$ cat src/rtl/cpu_pkg.sv
// Shared RV32I opcode constants, instruction field positions and the
// operand-usage classifier used by the operand fetch stage.
package cpu_pkg;

  localparam logic [6:0] OPC_OP     = 7'b0110011;
  localparam logic [6:0] OPC_OP_IMM = 7'b0010011;
  localparam logic [6:0] OPC_LOAD   = 7'b0000011;
  localparam logic [6:0] OPC_STORE  = 7'b0100011;
  localparam logic [6:0] OPC_BRANCH = 7'b1100011;
  localparam logic [6:0] OPC_JAL    = 7'b1101111;
  localparam logic [6:0] OPC_JALR   = 7'b1100111;
  localparam logic [6:0] OPC_LUI    = 7'b0110111;
  localparam logic [6:0] OPC_AUIPC  = 7'b0010111;

  localparam int OPC_LSB = 0;
  localparam int OPC_MSB = 6;
  localparam int RD_LSB  = 7;
  localparam int RD_MSB  = 11;
  localparam int RS1_LSB = 15;
  localparam int RS1_MSB = 19;
  localparam int RS2_LSB = 20;
  localparam int RS2_MSB = 24;

  typedef struct packed {
    logic uses_rs1;
    logic uses_rs2;
    logic wr_rd;
  } dec_t;

  function automatic dec_t decode(input logic [6:0] opc, input logic [4:0] rd);
    dec_t d;
    d.uses_rs1 = 1'b1;
    d.uses_rs2 = 1'b0;
    d.wr_rd    = (rd != 5'd0);
    case (opc)
      OPC_OP: begin
        d.uses_rs2 = 1'b1;
      end
      OPC_STORE, OPC_BRANCH: begin
        d.uses_rs2 = 1'b1;
        d.wr_rd    = 1'b0;
      end
      OPC_LUI, OPC_AUIPC, OPC_JAL: begin
        d.uses_rs1 = 1'b0;
      end
      OPC_OP_IMM, OPC_LOAD, OPC_JALR: begin
        d.uses_rs1 = 1'b1;
      end
      default: begin
        d.uses_rs1 = 1'b1;
      end
    endcase
    return d;
  endfunction

  function automatic logic wb_hit(input logic en, input logic [4:0] wb_addr,
                                  input logic [4:0] r);
    return en && (wb_addr == r) && (r != 5'd0);
  endfunction

endpackage

$ cat src/rtl/reg_scoreboard.sv
// Busy-register scoreboard: one bit per architectural register, x0 never busy.
// A set in the same cycle as a clear of the same register leaves it busy.
module reg_scoreboard
  import cpu_pkg::*;
(
  input  logic        clk,
  input  logic        reset_n,
  input  logic        i_set_en,
  input  logic [4:0]  i_set_addr,
  input  logic        i_clr_en,
  input  logic [4:0]  i_clr_addr,
  input  logic        i_fclr_en,
  input  logic [4:0]  i_fclr_addr,
  output logic [31:0] o_busy
);

  logic [31:0] r_busy;
  logic [31:0] w_set_mask;
  logic [31:0] w_clr_mask;
  logic [31:0] w_busy_nxt;

  assign w_set_mask = i_set_en  ? (32'd1 << i_set_addr)  : 32'd0;
  assign w_clr_mask = (i_clr_en  ? (32'd1 << i_clr_addr)  : 32'd0)
                    | (i_fclr_en ? (32'd1 << i_fclr_addr) : 32'd0);
  assign w_busy_nxt = ((r_busy & ~w_clr_mask) | w_set_mask) & 32'hFFFF_FFFE;

  // Busy vector register
  always_ff @(posedge clk or negedge reset_n) begin
    if (!reset_n) begin
      r_busy <= 32'd0;
    end else begin
      r_busy <= w_busy_nxt;
    end
  end

  assign o_busy = r_busy;

endmodule

$ cat src/rtl/operand_fetch_stage.sv
// Operand fetch pipeline stage: reads the register file, bypasses same-cycle
// writeback data, interlocks on busy registers and holds one issued instruction.
module operand_fetch_stage
  import cpu_pkg::*;
(
  input  logic        clk,
  input  logic        reset_n,
  input  logic        in_valid,
  output logic        in_ready,
  input  logic [31:0] in_pc,
  input  logic [31:0] in_instr,
  output logic [4:0]  rs1_addr,
  output logic [4:0]  rs2_addr,
  input  logic [31:0] rs1_data,
  input  logic [31:0] rs2_data,
  input  logic        wb_wr_en,
  input  logic [4:0]  wb_rd_addr,
  input  logic [31:0] wb_data,
  output logic        out_valid,
  input  logic        out_ready,
  output logic [31:0] out_pc,
  output logic [31:0] out_instr,
  output logic [31:0] out_rs1_val,
  output logic [31:0] out_rs2_val,
  output logic [4:0]  out_rd_addr,
  output logic        out_wr_rd,
  input  logic        flush
);

  logic [6:0]  w_opc;
  logic [4:0]  w_rs1;
  logic [4:0]  w_rs2;
  logic [4:0]  w_rd;
  dec_t        w_dec;
  logic [31:0] w_busy;
  logic        w_hit_rs1;
  logic        w_hit_rs2;
  logic        w_hit_rd;
  logic        w_hazard;
  logic        w_capture;
  logic        w_fire;
  logic        w_flush_clr;
  logic [31:0] w_rs1_val;
  logic [31:0] w_rs2_val;

  logic        r_out_valid;
  logic [31:0] r_out_pc;
  logic [31:0] r_out_instr;
  logic [31:0] r_out_rs1_val;
  logic [31:0] r_out_rs2_val;
  logic [4:0]  r_out_rd_addr;
  logic        r_out_wr_rd;

  assign w_opc = in_instr[OPC_MSB:OPC_LSB];
  assign w_rd  = in_instr[RD_MSB:RD_LSB];
  assign w_rs1 = in_instr[RS1_MSB:RS1_LSB];
  assign w_rs2 = in_instr[RS2_MSB:RS2_LSB];
  assign w_dec = decode(w_opc, w_rd);

  assign rs1_addr = w_rs1;
  assign rs2_addr = w_rs2;

  assign w_hit_rs1 = wb_hit(wb_wr_en, wb_rd_addr, w_rs1);
  assign w_hit_rs2 = wb_hit(wb_wr_en, wb_rd_addr, w_rs2);
  assign w_hit_rd  = wb_hit(wb_wr_en, wb_rd_addr, w_rd);

  // A writeback landing this cycle releases its register, so it is not a hazard.
  assign w_hazard = (w_dec.uses_rs1 && w_busy[w_rs1] && !w_hit_rs1)
                 || (w_dec.uses_rs2 && w_busy[w_rs2] && !w_hit_rs2)
                 || (w_dec.wr_rd    && w_busy[w_rd]  && !w_hit_rd);

  assign in_ready  = (!r_out_valid || out_ready) && !w_hazard && !flush;
  assign w_capture = in_valid && in_ready;
  assign w_fire    = r_out_valid && out_ready;

  // A flushed instruction that is simultaneously firing counts as issued.
  assign w_flush_clr = flush && r_out_valid && r_out_wr_rd && !out_ready;

  assign w_rs1_val = (w_dec.uses_rs1 && (w_rs1 != 5'd0))
                   ? (w_hit_rs1 ? wb_data : rs1_data) : 32'd0;
  assign w_rs2_val = (w_dec.uses_rs2 && (w_rs2 != 5'd0))
                   ? (w_hit_rs2 ? wb_data : rs2_data) : 32'd0;

  // Output holding register
  always_ff @(posedge clk or negedge reset_n) begin
    if (!reset_n) begin
      r_out_valid   <= 1'b0;
      r_out_pc      <= 32'd0;
      r_out_instr   <= 32'd0;
      r_out_rs1_val <= 32'd0;
      r_out_rs2_val <= 32'd0;
      r_out_rd_addr <= 5'd0;
      r_out_wr_rd   <= 1'b0;
    end else if (w_capture) begin
      r_out_valid   <= 1'b1;
      r_out_pc      <= in_pc;
      r_out_instr   <= in_instr;
      r_out_rs1_val <= w_rs1_val;
      r_out_rs2_val <= w_rs2_val;
      r_out_rd_addr <= w_rd;
      r_out_wr_rd   <= w_dec.wr_rd;
    end else if (flush || w_fire) begin
      r_out_valid   <= 1'b0;
    end else begin
      r_out_valid   <= r_out_valid;
    end
  end

  reg_scoreboard u_scoreboard (
    .clk         (clk),
    .reset_n     (reset_n),
    .i_set_en    (w_capture && w_dec.wr_rd),
    .i_set_addr  (w_rd),
    .i_clr_en    (wb_wr_en),
    .i_clr_addr  (wb_rd_addr),
    .i_fclr_en   (w_flush_clr),
    .i_fclr_addr (r_out_rd_addr),
    .o_busy      (w_busy)
  );

  assign out_valid   = r_out_valid;
  assign out_pc      = r_out_pc;
  assign out_instr   = r_out_instr;
  assign out_rs1_val = r_out_rs1_val;
  assign out_rs2_val = r_out_rs2_val;
  assign out_rd_addr = r_out_rd_addr;
  assign out_wr_rd   = r_out_wr_rd;

endmodule
$ cat config.mk
export PLATFORM = sky130hd
export DESIGN_NAME = operand_fetch_stage
export DESIGN_NICKNAME = d
export VERILOG_FILES = /design/src/rtl/cpu_pkg.sv /design/src/rtl/reg_scoreboard.sv /design/src/rtl/operand_fetch_stage.sv
export SDC_FILE = /design/constraint.sdc
export NUM_CORES = 1
export LEC_CHECK = 0
export CORE_MARGIN = 4
export CORE_UTILIZATION = 40
export CTS_BUF_LIST = sky130_fd_sc_hd__clkbuf_16
export DETAILED_ROUTE_END_ITERATION = 12
export PLACE_DENSITY = 0.82
export REMOVE_ABC_BUFFERS = 1
export SLEW_MARGIN = 0
export SYNTH_ARGS = -nofsm -noshare
export SYNTH_HDL_FRONTEND = slang
export SYNTH_SLANG_ARGS = --single-unit
$ cat constraint.sdc
create_clock -name clk -period 2.56 [get_ports clk]
set_input_delay 0.512 -clock clk [delete_from_list [all_inputs] [get_ports clk]]
set_output_delay 0.512 -clock clk [all_outputs]
set_load 0.02 [all_outputs]
==> run_results.csv <==
group,metric,value,unit
run_status,run_status,"finished, violations left",
run_status,violations,"negative setup slack",
placed_design,numPortBuffers,316,
layout,final_common_cell,"clkdlybuf4s50_1",
worst_setup_path,critical_path_class,"reg -> reg",
die,io_pins,317,
synth,netlist_area,9021,µm²
synth,synthXorXnorAreaFrac,0.01456,
worst_setup_path,rr_endpoint,"out_rs2_val[7]",
worst_hold_path,hp-class,"in -> async",
placed_design,placed_cells,1328,
layout,layout-drive-gt1-share,0.3040,
synth,synth-simple-area-share,0.08350,
layout,syn2layout_area_growth,59.75,%
die,start_util,0.4096,
synth,synth_seq_cells,161,
clock_tree,cts_tree,"done",
power,vdd_ir_drop_max,0.6093,mV
timing,fin_tns_setup,-50.64,ns
synth,synth-adder-area-share,0,
die,core,22030,µm²
timing,hold_viol_final,0,
global_routing,grt.total_usage,0.2453,
clock_tree,cts_buffers,17,
die,die_area,25020,µm²
timing,finalSetupViolations,162,
worst_setup_path,rrSetupSlack,-0.40,ns
global_routing,grt_pass1_wl,47200,µm
synth,synth_cell_types,50,
timing,min_period,2.962,ns
layout,instances_no_fill,1392,
timing,clock_skew,0.01497,ns
clock_tree,cts-htree-levels,4,
flow_run,cap_violations,0,
synth,ys_seq_area_frac,0.4466,
layout,diodes,0,
worst_setup_path,endpoint_kind,"flop",
layout,layout_common_cells,"299 x clkdlybuf4s50_1, 154 x dfrtp_1, 92 x buf_4",
routing,wire_per_inst,22.77,µm
routing,via_per_inst,5.643,
routing,ant_nets,0,
synth,ys_async_sr_fraction,1.000,
timing,fmax,0.3376,GHz
routing,vias,7855,
global_routing,grt_pass1_vias,8240,
clock_tree,clk_pin_slew,0.08,ns
placed_design,dp_hpwl,22080,µm
layout,num-nets-final,1270,
timing,drv_slew,0,
synth,synthFlopType,"dfrtp_1",
power,leakagePower,6.097,nW
worst_setup_path,critPathMaxFanout,7,
timing,slew_headroom,0.4676,
worst_setup_path,arrival,3.26,ns
timing,max_slew.worst_pin.slew,0.7987,ns
clock_tree,cts_root_buf,"clkbuf_16",
worst_setup_path,cp-start-kind,"flop",
layout,fillerInstances,1659,
synth,synth_top_family_by_area,"multiplexers",
synth,synth_edf_count,0,
placed_design,gp_congestion,0.9041,
clock_tree,clock_sinks,161,
routing,drtIter0Drc,490,
global_routing,grt_max_degree,54,
routing,wl,31690,µm
synth,netlist_instances,708,
worst_setup_path,reg2reg_depth,11,
routing,drc,0,
clock_tree,hold_buffers,0,
global_routing,antenna_found_initial,0,
synth,muxShareOfSynthArea,0.3010,
worst_setup_path,r2r-start,"u_scoreboard.o_busy[11]",
power,power_density,691.7,nW/µm²
timing,setup_ws,-0.4017,ns
timing,rsz0062_at_grt,"yes",
timing,post-route-period-util,1.157,
die,num_rows,54,
clock_tree,cts_max_path_buffers,2,
die,die_w,158.2,µm
synth,avgSynthCellArea,12.74,µm²
worst_setup_path,critPathRequiredTime,2.86,ns
die,die_y,158.2,µm
global_routing,grt-ovfl-total,0,
synth,synth-compound-area-share,0.09972,
synth,ys_warn_count,0,
routing,drtPass1Iterations,5,
clock_tree,clock_latency,0.43,ns
power breakdown:
group	switching, W	leakage (nW)	internal (W)
combinational	0.00177	3.80	0.00210
clock	0.00124	0.287	0.00132
sequential	0.000424	2.01	0.00312
registers in the layout (all words and copies together) (netlist names):
register	flops
out_rs1_val	32
out_pc	32
out_rs2_val	32
u_scoreboard.o_busy	31
out_valid	1
out_instr	32
out_wr_rd	1
logic make-up after synthesis:
| logic type | count (synthesis) |
|---|---|
| AND/OR/NAND/NOR | 147 |
| buffers and inverters | 83 |
| AO/OA/AOI/OAI | 76 |
| multiplexers | 226 |
| flip-flops | 161 |
| XOR/XNOR | 15 |
how the worst max path moves through the flow:
| stage | start | to | slack (ns) | cells past startpoint |
|---|---|---|---|---|
| 2_1_floorplan | in_instr[21] | out_instr[25] | -3.52 | 7 |
| 3_3_place_gp | in_instr[20] | in_ready | -1.18 | 10 |
| 3_5_place_dp | in_instr[20] | in_ready | -1.19 | 10 |
| 4_1_cts | u_scoreboard.o_busy[23] | in_ready | -0.34 | 8 |
| 5_1_grt | u_scoreboard.o_busy[23] | in_ready | -0.44 | 8 |
| 6_report | u_scoreboard.o_busy[11] | out_rs2_val[7] | -0.40 | 11 |
metal layers:
metal,up-vias,GRT usage,wire length (µm)
met5,-,0,0
met1,3952,0.3175,12710
li1,3430,-,-
met2,417,0.4018,15560
met4,0,0.07027,711
met3,56,0.07217,2709
area by class of cell:
cell class	count	area, µm²	area share
Clock buffer	17	425.4	0.02952
Timing Repair Buffer	448	4598	0.3191
Clock inverter	15	172.7	0.01198
Tap cell	280	350.3	0.02431
Multi-Input combinational cell	466	4808	0.3337
Sequential cell	161	4038	0.2802
Inverter	5	18.77	0.001302
critical path, stage by stage, from the launching register on:
cell and delay (ns):
dfrtp_1 0.47, mux4_2 0.52, mux2_2 0.28, nand2_1 0.07
o311ai_1 0.12, a311oi_2 0.30, buf_4 0.17, buf_8 0.15
nand2_8 0.11, buf_6 0.18, buf_4 0.16, mux2_1 0.31
synth_stat cells, types with 2 or more instances:
library cell / instances / share of area
nand3b_1: 15 / 0.012
mux2_1: 50 / 0.062
nand2b_1: 4 / 0.0028
nand3_1: 12 / 0.0067
or2_2: 4 / 0.0028
o221ai_1: 31 / 0.030
mux2i_1: 74 / 0.082
mux4_2: 18 / 0.045
nor4_2: 2 / 0.0028
nor4b_1: 4 / 0.0039
inv_1: 5 / 0.0021
xor2_1: 8 / 0.0078
buf_6: 8 / 0.010
buf_1: 4 / 0.0017
nand4_1: 2 / 0.0014
dfrtp_1: 161 / 0.45
mux2_4: 8 / 0.013
and4b_1: 2 / 0.0022
or3b_2: 3 / 0.0029
mux2_2: 74 / 0.092
xnor2_1: 7 / 0.0068
buf_2: 3 / 0.0017
o41ai_2: 31 / 0.056
nand2_1: 10 / 0.0042
a21oi_1: 2 / 0.0011
nor2b_1: 2 / 0.0014
mux4_1: 2 / 0.0058
clkbuf_1: 37 / 0.015
nor2_1: 78 / 0.032
a311o_1: 2 / 0.0022
or3_1: 3 / 0.0021
buf_4: 24 / 0.020
stage by stage:
| stage | hold WS (ns) | instance area (µm²) | util | worst slack, ns | power [W] |
|---|---|---|---|---|---|
| final | 0.02882 | 14410 | 0.6543 | -0.4017 | 0.009968 |
| after global routing | 0.05153 | 14410 | 0.6543 | -0.4415 | 0.01039 |
| after CTS | 0.04148 | 14240 | 0.6466 | -0.3444 | 0.009934 |
| after detailed placement | 0.4799 | 13010 | 0.5904 | -1.193 | 0.007181 |
| after global placement | 0.4721 | 13010 | 0.5904 | -1.177 | 0.007097 |
| after floorplan | 0.2164 | 8547 | - | -3.517 | 0.005107 |
repair_timing:
item                       CTS  global route
buffers inserted            21             1
resized for setup           81            21
gates cloned                12             1
pin swaps                   25             4
setup endpoints to repair  162           162
Note: power is estimated with default switching activity, not from simulation.
